[src/rtl/mem_arbiter_pkg.sv]
// Shared encodings for the RAM command bus and the arbiter state machine.
package mem_arbiter_pkg;

    // RAM command encodings, shared with the CPU controller and RAM wrapper.
    typedef enum logic [1:0] {
        MNONE  = 2'b00,
        MREAD  = 2'b01,
        MWRITE = 2'b10,
        MBAD   = 2'b11
    } mem_cmd_e;

    // Arbiter sequencing states.
    typedef enum logic [1:0] {
        IDLE   = 2'b00,
        ISSUE  = 2'b01,
        RDWAIT = 2'b10
    } arb_state_e;

    // True for the two commands that actually touch the RAM.
    function automatic logic cmd_is_access(input logic [1:0] cmd);
        return (cmd == MREAD) || (cmd == MWRITE);
    endfunction

endpackage

[src/rtl/mem_arbiter_arb_rr2.sv]
// Two-way request picker: round-robin on ties or fixed priority to port 0.
module arb_rr2 #(
    parameter int ARB_MODE = 0
) (
    input  logic req0,
    input  logic req1,
    input  logic last_grant,
    output logic grant_sel,
    output logic valid
);

    // Choose the winning port; a tie goes to the port not granted last time
    // unless fixed priority is selected.
    always_comb begin
        grant_sel = 1'b0;
        valid     = req0 | req1;
        if (req0 && req1) begin
            if (ARB_MODE != 0) begin
                grant_sel = 1'b0;
            end else begin
                grant_sel = ~last_grant;
            end
        end else if (req1) begin
            grant_sel = 1'b1;
        end else begin
            grant_sel = 1'b0;
        end
    end

endmodule

[src/rtl/mem_arbiter.sv]
// Two-port arbiter in front of the single-ported data/instruction RAM.
// Serialises CPU and debug/DMA accesses, one transaction in flight.
module mem_arbiter
    import mem_arbiter_pkg::*;
#(
    parameter int AW       = 9,
    parameter int DW       = 16,
    parameter int RD_LAT   = 1,
    parameter int ARB_MODE = 0
) (
    input  logic          clk,
    input  logic          reset,
    input  logic          req0,
    input  logic [1:0]    cmd0,
    input  logic [AW-1:0] addr0,
    input  logic [DW-1:0] wdata0,
    output logic          gnt0,
    output logic          ack0,
    input  logic          req1,
    input  logic [1:0]    cmd1,
    input  logic [AW-1:0] addr1,
    input  logic [DW-1:0] wdata1,
    output logic          gnt1,
    output logic          ack1,
    output logic [DW-1:0] rdata,
    output logic [1:0]    mem_cmd,
    output logic [AW-1:0] mem_addr,
    output logic [DW-1:0] mem_wdata,
    input  logic [DW-1:0] mem_rdata,
    output logic          busy,
    output logic          owner,
    output logic          bad_cmd
);

    localparam logic [1:0] LAT_LAST = 2'(RD_LAT);

    arb_state_e    state_r;
    logic [1:0]    cap_cmd_r;
    logic [1:0]    cnt_r;
    logic          last_grant_r;
    logic          rd_ack_r;
    logic [DW-1:0] rdata_hold_r;

    logic          grant_sel_s;
    logic          grant_valid_s;
    logic [1:0]    sel_cmd_s;
    logic [AW-1:0] sel_addr_s;
    logic [DW-1:0] sel_wdata_s;

    arb_rr2 #(
        .ARB_MODE(ARB_MODE)
    ) u_pick (
        .req0      (req0),
        .req1      (req1),
        .last_grant(last_grant_r),
        .grant_sel (grant_sel_s),
        .valid     (grant_valid_s)
    );

    // Route the winning port's command, address and data to the capture path.
    always_comb begin
        sel_cmd_s   = cmd0;
        sel_addr_s  = addr0;
        sel_wdata_s = wdata0;
        if (grant_sel_s) begin
            sel_cmd_s   = cmd1;
            sel_addr_s  = addr1;
            sel_wdata_s = wdata1;
        end else begin
            sel_cmd_s   = cmd0;
            sel_addr_s  = addr0;
            sel_wdata_s = wdata0;
        end
    end

    // Read data is live from the RAM during the read ack cycle, then held.
    always_comb begin
        if (rd_ack_r) begin
            rdata = mem_rdata;
        end else begin
            rdata = rdata_hold_r;
        end
    end

    // Arbiter FSM: capture in IDLE, drive the bus in ISSUE/RDWAIT, all
    // handshake and bus outputs registered.
    always_ff @(posedge clk or negedge reset) begin
        if (!reset) begin
            state_r      <= IDLE;
            cap_cmd_r    <= MNONE;
            cnt_r        <= 2'd0;
            last_grant_r <= 1'b1;
            rd_ack_r     <= 1'b0;
            rdata_hold_r <= {DW{1'b0}};
            gnt0         <= 1'b0;
            gnt1         <= 1'b0;
            ack0         <= 1'b0;
            ack1         <= 1'b0;
            mem_cmd      <= MNONE;
            mem_addr     <= {AW{1'b0}};
            mem_wdata    <= {DW{1'b0}};
            busy         <= 1'b0;
            owner        <= 1'b0;
            bad_cmd      <= 1'b0;
        end else begin
            gnt0     <= 1'b0;
            gnt1     <= 1'b0;
            ack0     <= 1'b0;
            ack1     <= 1'b0;
            rd_ack_r <= 1'b0;
            case (state_r)
                IDLE: begin
                    if (grant_valid_s) begin
                        state_r      <= ISSUE;
                        busy         <= 1'b1;
                        owner        <= grant_sel_s;
                        last_grant_r <= grant_sel_s;
                        cap_cmd_r    <= sel_cmd_s;
                        mem_addr     <= sel_addr_s;
                        mem_wdata    <= sel_wdata_s;
                        mem_cmd      <= cmd_is_access(sel_cmd_s) ? sel_cmd_s : MNONE;
                        gnt0         <= ~grant_sel_s;
                        gnt1         <= grant_sel_s;
                        // Writes and non-accesses complete in the ISSUE cycle.
                        if (sel_cmd_s != MREAD) begin
                            ack0 <= ~grant_sel_s;
                            ack1 <= grant_sel_s;
                        end
                        if (sel_cmd_s == MBAD) begin
                            bad_cmd <= 1'b1;
                        end
                    end else begin
                        state_r <= IDLE;
                        busy    <= 1'b0;
                    end
                end
                ISSUE: begin
                    if (cap_cmd_r == MREAD) begin
                        state_r <= RDWAIT;
                        cnt_r   <= 2'd1;
                        if (LAT_LAST == 2'd1) begin
                            ack0     <= ~owner;
                            ack1     <= owner;
                            rd_ack_r <= 1'b1;
                        end
                    end else begin
                        state_r <= IDLE;
                        busy    <= 1'b0;
                        mem_cmd <= MNONE;
                    end
                end
                RDWAIT: begin
                    if (cnt_r == LAT_LAST) begin
                        state_r      <= IDLE;
                        busy         <= 1'b0;
                        mem_cmd      <= MNONE;
                        rdata_hold_r <= mem_rdata;
                    end else begin
                        cnt_r <= cnt_r + 2'd1;
                        // Ack is registered, so raise it one edge ahead of the
                        // cycle where the counter reaches the latency.
                        if ((cnt_r + 2'd1) == LAT_LAST) begin
                            ack0     <= ~owner;
                            ack1     <= owner;
                            rd_ack_r <= 1'b1;
                        end
                    end
                end
                default: begin
                    state_r <= IDLE;
                    busy    <= 1'b0;
                    mem_cmd <= MNONE;
                end
            endcase
        end
    end

endmodule

[config.mk]
export PLATFORM = sky130hd
export DESIGN_NAME = mem_arbiter
export DESIGN_NICKNAME = d
export VERILOG_FILES = /design/src/rtl/mem_arbiter_pkg.sv /design/src/rtl/mem_arbiter_arb_rr2.sv /design/src/rtl/mem_arbiter.sv
export SDC_FILE = /design/constraint.sdc
export NUM_CORES = 1
export LEC_CHECK = 0
export ABC_AREA = 0
export CAP_MARGIN = 15
export CORE_ASPECT_RATIO = 0.9
export CORE_MARGIN = 5
export CORE_UTILIZATION = 38
export CTS_CLUSTER_SIZE = 40
export DETAILED_ROUTE_END_ITERATION = 8
export GPL_TIMING_DRIVEN = 0
export PLACE_DENSITY = 0.76
export SKIP_CTS_REPAIR_TIMING = 1
export SYNTH_ARGS = -nofsm -noshare
export SYNTH_HDL_FRONTEND = slang
export SYNTH_SLANG_ARGS = --single-unit
[constraint.sdc]
create_clock -name clk -period 1.6 [get_ports clk]
set_input_delay 0.32 -clock clk [delete_from_list [all_inputs] [get_ports clk]]
set_output_delay 0.32 -clock clk [all_outputs]
set_load 0.05 [all_outputs]
After elaboration in Yosys (flattened, before gate mapping):

Cells that the tools add are included.

* add/subtract/negate cells: 1
* eq/ne operators: 14
* muxes and demuxes: 41
* bitwise gates (word level): 4
* reduce and logical (&&, ||, !) cells: 10

Operators by type and width (count)
* $mux 16: 2
* $mux 1: 23
* $mux 2: 8
* $pmux 2 s3: 2
* $eq 2x1->1 const B: 5
* $ne 2x2->1 const B: 5
* $mux 9: 1
* $pmux 1 s3: 3
* $reduce_and 3->1: 3
* $eq 2x2->1 const B: 3
* $reduce_and 2->1: 3
* $pmux 2 s2: 1
* $not 1->1: 3
* $add 2x1->2 const B: 1
* $logic_not 2->1: 1
* $ne 2x1->1 const B: 1
* $pmux 1 s2: 1
* $reduce_bool 2->1: 1
* $logic_and 1x1->1: 1
* $logic_or 1x1->1: 1
* $or 1x1->1: 1

* register bits after elaboration: 58
* input bits: 74
* output and inout bits: 50

Logic depth before layout (Yosys ltp):

* depth in word-level cells: 8
* mapped depth: 7

By module:

A second synthesis with hierarchy kept.

* cells, all modules: 249
* area, all modules: 2806.4 µm²

By module, submodules not included
* mem_arbiter: times used 1, cells each 247, area each 2792.7 µm²
* arb_rr2: times used 1, cells each 2, area each 13.8 µm²

Worst setup path after synthesis:

Ideal clock, no wire load.

* kind: register to register
* start: reg state_r[0]
* end: reg mem_addr[5]
* setup time: 0.126 ns
* data arrival time: 1.382 ns
* path slack: 0.092 ns
* stages on the path, launching flop included: 8
* buffers on the path: 1
* path through: dfrtp_1 -> inv_1 -> ha_1 -> nand2_1 -> a21o_1 -> inv_1 -> buf_2 -> a221o_1

* word-level cells in the longest chain between the ends: 2

RTL lines
* from (decl): line mem_arbiter.sv:37 `arb_state_e state_r;`
* from (signal assigned): line mem_arbiter.sv:89 `state_r <= IDLE;`
* from (signal assigned): line mem_arbiter.sv:114 `state_r <= ISSUE;`
* from (signal assigned): line mem_arbiter.sv:133 `state_r <= IDLE;`
* $logic_not 2->1: line mem_arbiter.sv:111 `case (state_r)`
* $reduce_and 2->1 (no source line)
* to (signal assigned): line mem_arbiter.sv:100 `mem_addr <= {AW{1'b0}};`
* to (signal assigned): line mem_arbiter.sv:119 `mem_addr <= sel_addr_s;`
* to (decl): line mem_arbiter.sv:27 `output logic [AW-1:0] mem_addr,`

Every way passes these cells.
A chain may end at the register's enable or synchronous reset.

Final worst setup path:

* start: reg rd_ack_r
* end: out rdata[14]

* word-level cells in the longest chain between the ends: 1

RTL lines
* from (decl): line mem_arbiter.sv:41 `logic rd_ack_r;`
* from (signal assigned): line mem_arbiter.sv:93 `rd_ack_r <= 1'b0;`
* from (signal assigned): line mem_arbiter.sv:110 `rd_ack_r <= 1'b0;`
* from (signal assigned): line mem_arbiter.sv:144 `rd_ack_r <= 1'b1;`
* $mux 16: line mem_arbiter.sv:78 `if (rd_ack_r) begin`
* to (decl): line mem_arbiter.sv:25 `output logic [DW-1:0] rdata,`

Every way passes these cells.

==> results.cfg <==
[status]
outcome = complete, but fails checks
failed_checks = negative setup slack

[final_layout]
final_layout_size_suffix_gt1_share_pct = 25.74
instances_no_fill = 466
n_fill_cell = 543
nNetsFinal = 448
fin_area_sq_um = 4702
post-route-util_pct = 66.45
syn_to_final_growth_pct = 69.89
diodes = 0

[yosys]
ys_types = 32
synth_edf_count = 0
synthArstFlopShare_pct = 100.0
netlist_instances = 224
netlist.area_leader.share_pct = 51.54
synth.avg_cell_area_sq_um = 12.36
postSynthNetCount = 304
yosys_warnings = 0
ys_seq_area_share_pct = 52.49
synth_common_cells = dfrtp_1, mux2_2, a221o_1, and3_1, nand2_1
syn_area_sq_um = 2768
yosysTopAreaCell = dfrtp_1
synth.most_common_cell = dfrtp_1
synthTopCellsByArea = dfrtp_1, mux2_2, a221o_1
ys_ff_latch = 58
ys.flop_type = dfrtp_1

[sta]
fin_worst_skew_ps = 7.801
timing.fmax_ghz = 0.5588
hold_viol = 0
worst_pin_slew_ps = 550.4
setup-tns-final_ps = -2494
slew_violations = 0
maxSlewHeadroom_pct = 63.25
setup_viol = 16
fin_crit_sh_pct = 111.8
rsz0062_at_grt = true
post-route-min-period_ps = 1789
holdWs_ps = 467.9
setup_ws_ps = -189.5

[placement]
gp_congestion = 0.7256
port_buffers = 123
numPlacedInstances = 441
pre_cts_slack_ps = -567.2
placed_cell_area_sq_um = 4130
dpl.hpwl_um = 5620

[worst_hold_path]
hold_depth = 1
hold_path_class = reg2reg

[global_route]
grt_start_max_net_pins = 40
grt_pass1_wl_um = 12320
grtUsageTotal_pct = 17.06
antenna_found_initial = 0
overflow = 0
grt_pass1_vias = 2445

[floorplanning]
io_pins = 124
row_count = 29
dieArea_sq_um = 9092
dieHeight_um = 90.96
start_util_pct = 39.12
core_region_area_sq_um = 7076
die-width_um = 99.96

[power]
finalPower_mw = 10.36
leakagePower_nw = 2.477
power_density_nw_per_um2 = 2204
ir_drop_mv = 1.406

[critical_path]
slowest_stage = dfrtp_1
arrival_ps = 1470
reg2regPathDepth = 7
path_depth = 4
r2r_setup_slack_ps = 50
crit_family = buffers and inverters
cp_max_fo = 8
startpoint_type = register
end_kind = primary output
cpPeakStageDelay_ps = 370
cp.required_ps = 1280
path_class = reg2out
path_cells = buf_6 -> clkbuf_16 -> mux2_4 -> buf_8
path_buf_inv = 3

[detailed_routing]
remaining_drc_errors = 0
drtIter0Drc = 118
dr.pass1.iters = 4
viasPerCell = 5.062
vias = 2359
ant_nets = 0
drt-total-wl_um = 7717
wl_per_cell_um = 16.56

[clocking]
clock_latency_ps = 330
htree_levels = 3
clkTransAtPathRegs_ps = 70
root_buffer = clkbuf_8
clk_path_buf_depth = 2
cts.sink_count = 58
cts_buffers = 9
cts_tree = done

[flow_run]
drv_cap = 0
==> flip-flops by register name, indices dropped and copies added, names as in the netlist <==
signal and count:
mem_wdata 16, rdata_hold_r 16, mem_addr 9, cap_cmd_r 2, cnt_r 2, mem_cmd 2
state_r 2, ack0 1, ack1 1, bad_cmd 1, busy 1, gnt0 1
gnt1 1, last_grant_r 1, owner 1, rd_ack_r 1
==> area by class of cell <==
| cell class | instances | area [sq um] | area share (%) |
|---|---|---|---|
| Multi-Input combinational cell | 144 | 1296 | 27.57 |
| Clock buffer | 11 | 141.4 | 3.007 |
| Buffer | 13 | 103.9 | 2.209 |
| Inverter | 9 | 33.78 | 0.7185 |
| Sequential cell | 58 | 1453 | 30.89 |
| Timing Repair Buffer | 133 | 1480 | 31.48 |
| Clock inverter | 5 | 77.57 | 1.650 |
| Tap cell | 93 | 116.4 | 2.475 |
==> final timing paths <==
check	startpoint	to
worst max-delay path	rd_ack_r$_DFF_PN0_	rdata[14]
worst max register to register	state_r[0]$_DFFE_PN0N_	mem_wdata[5]$_DFFE_PN0P_
worst min-delay path	bad_cmd$_DFFE_PN0P_	bad_cmd$_DFFE_PN0P_
min in group asynchronous	reset	busy$_DFFE_PN0P_
worst min register to register	bad_cmd$_DFFE_PN0P_	bad_cmd$_DFFE_PN0P_
max in group asynchronous	reset	last_grant_r$_DFFE_PN1P_
==> layout by cell type (no fill, tap or decap), drive strengths merged, types with 2 or more instances in the layout <==
cell type      synthesis  layout
a32o                   3       3
clkinv                 0       2
nand3b                 2       2
bufinv                 0       2
nand2b                 5       5
inv                    9       9
clkbuf                 5      15
mux2i                  9       9
a221o                 21      21
ha                     6       6
nor2                   2       2
clkdlybuf4s50          0      72
dlymetal6s2s           0      34
buf                    8      35
a21o                   3       3
o21a                   2       2
mux2                  33      33
nand2                 14      14
a21boi                 2       2
o32ai                  2       2
dfrtp                 57      57
o21ai                 11      11
nor2b                  2       2
and3                  21      21
==> layer usage <==
| metal | track usage, % | wire (um) | up-vias |
|---|---|---|---|
| li1 | - | - | 1123 |
| met2 | 26.06 | 3706 | 92 |
| met5 | 0 | 0 | - |
| met4 | 3.982 | 95 | 0 |
| met3 | 7.433 | 631 | 10 |
| met1 | 22.41 | 3283 | 1134 |
==> where the power goes <==
group	internal, mW	total [mW]	switching, mW	leakage, nW
combinational	2.68	6.35	3.67	1.66
clock	0.915	1.51	0.592	0.109
sequential	2.15	2.51	0.360	0.704
==> kinds of logic after synthesis <==
| family | count (synthesis) | share of synthesized area [%] |
|---|---|---|
| buf+inv | 22 | 3.616 |
| simple gates | 48 | 9.629 |
| compound gates | 48 | 14.87 |
| mux | 42 | 16.68 |
| flops | 58 | 52.49 |
| fa+ha+maj | 6 | 2.712 |
No activity file was read; power rests on OpenSTA's default activity.
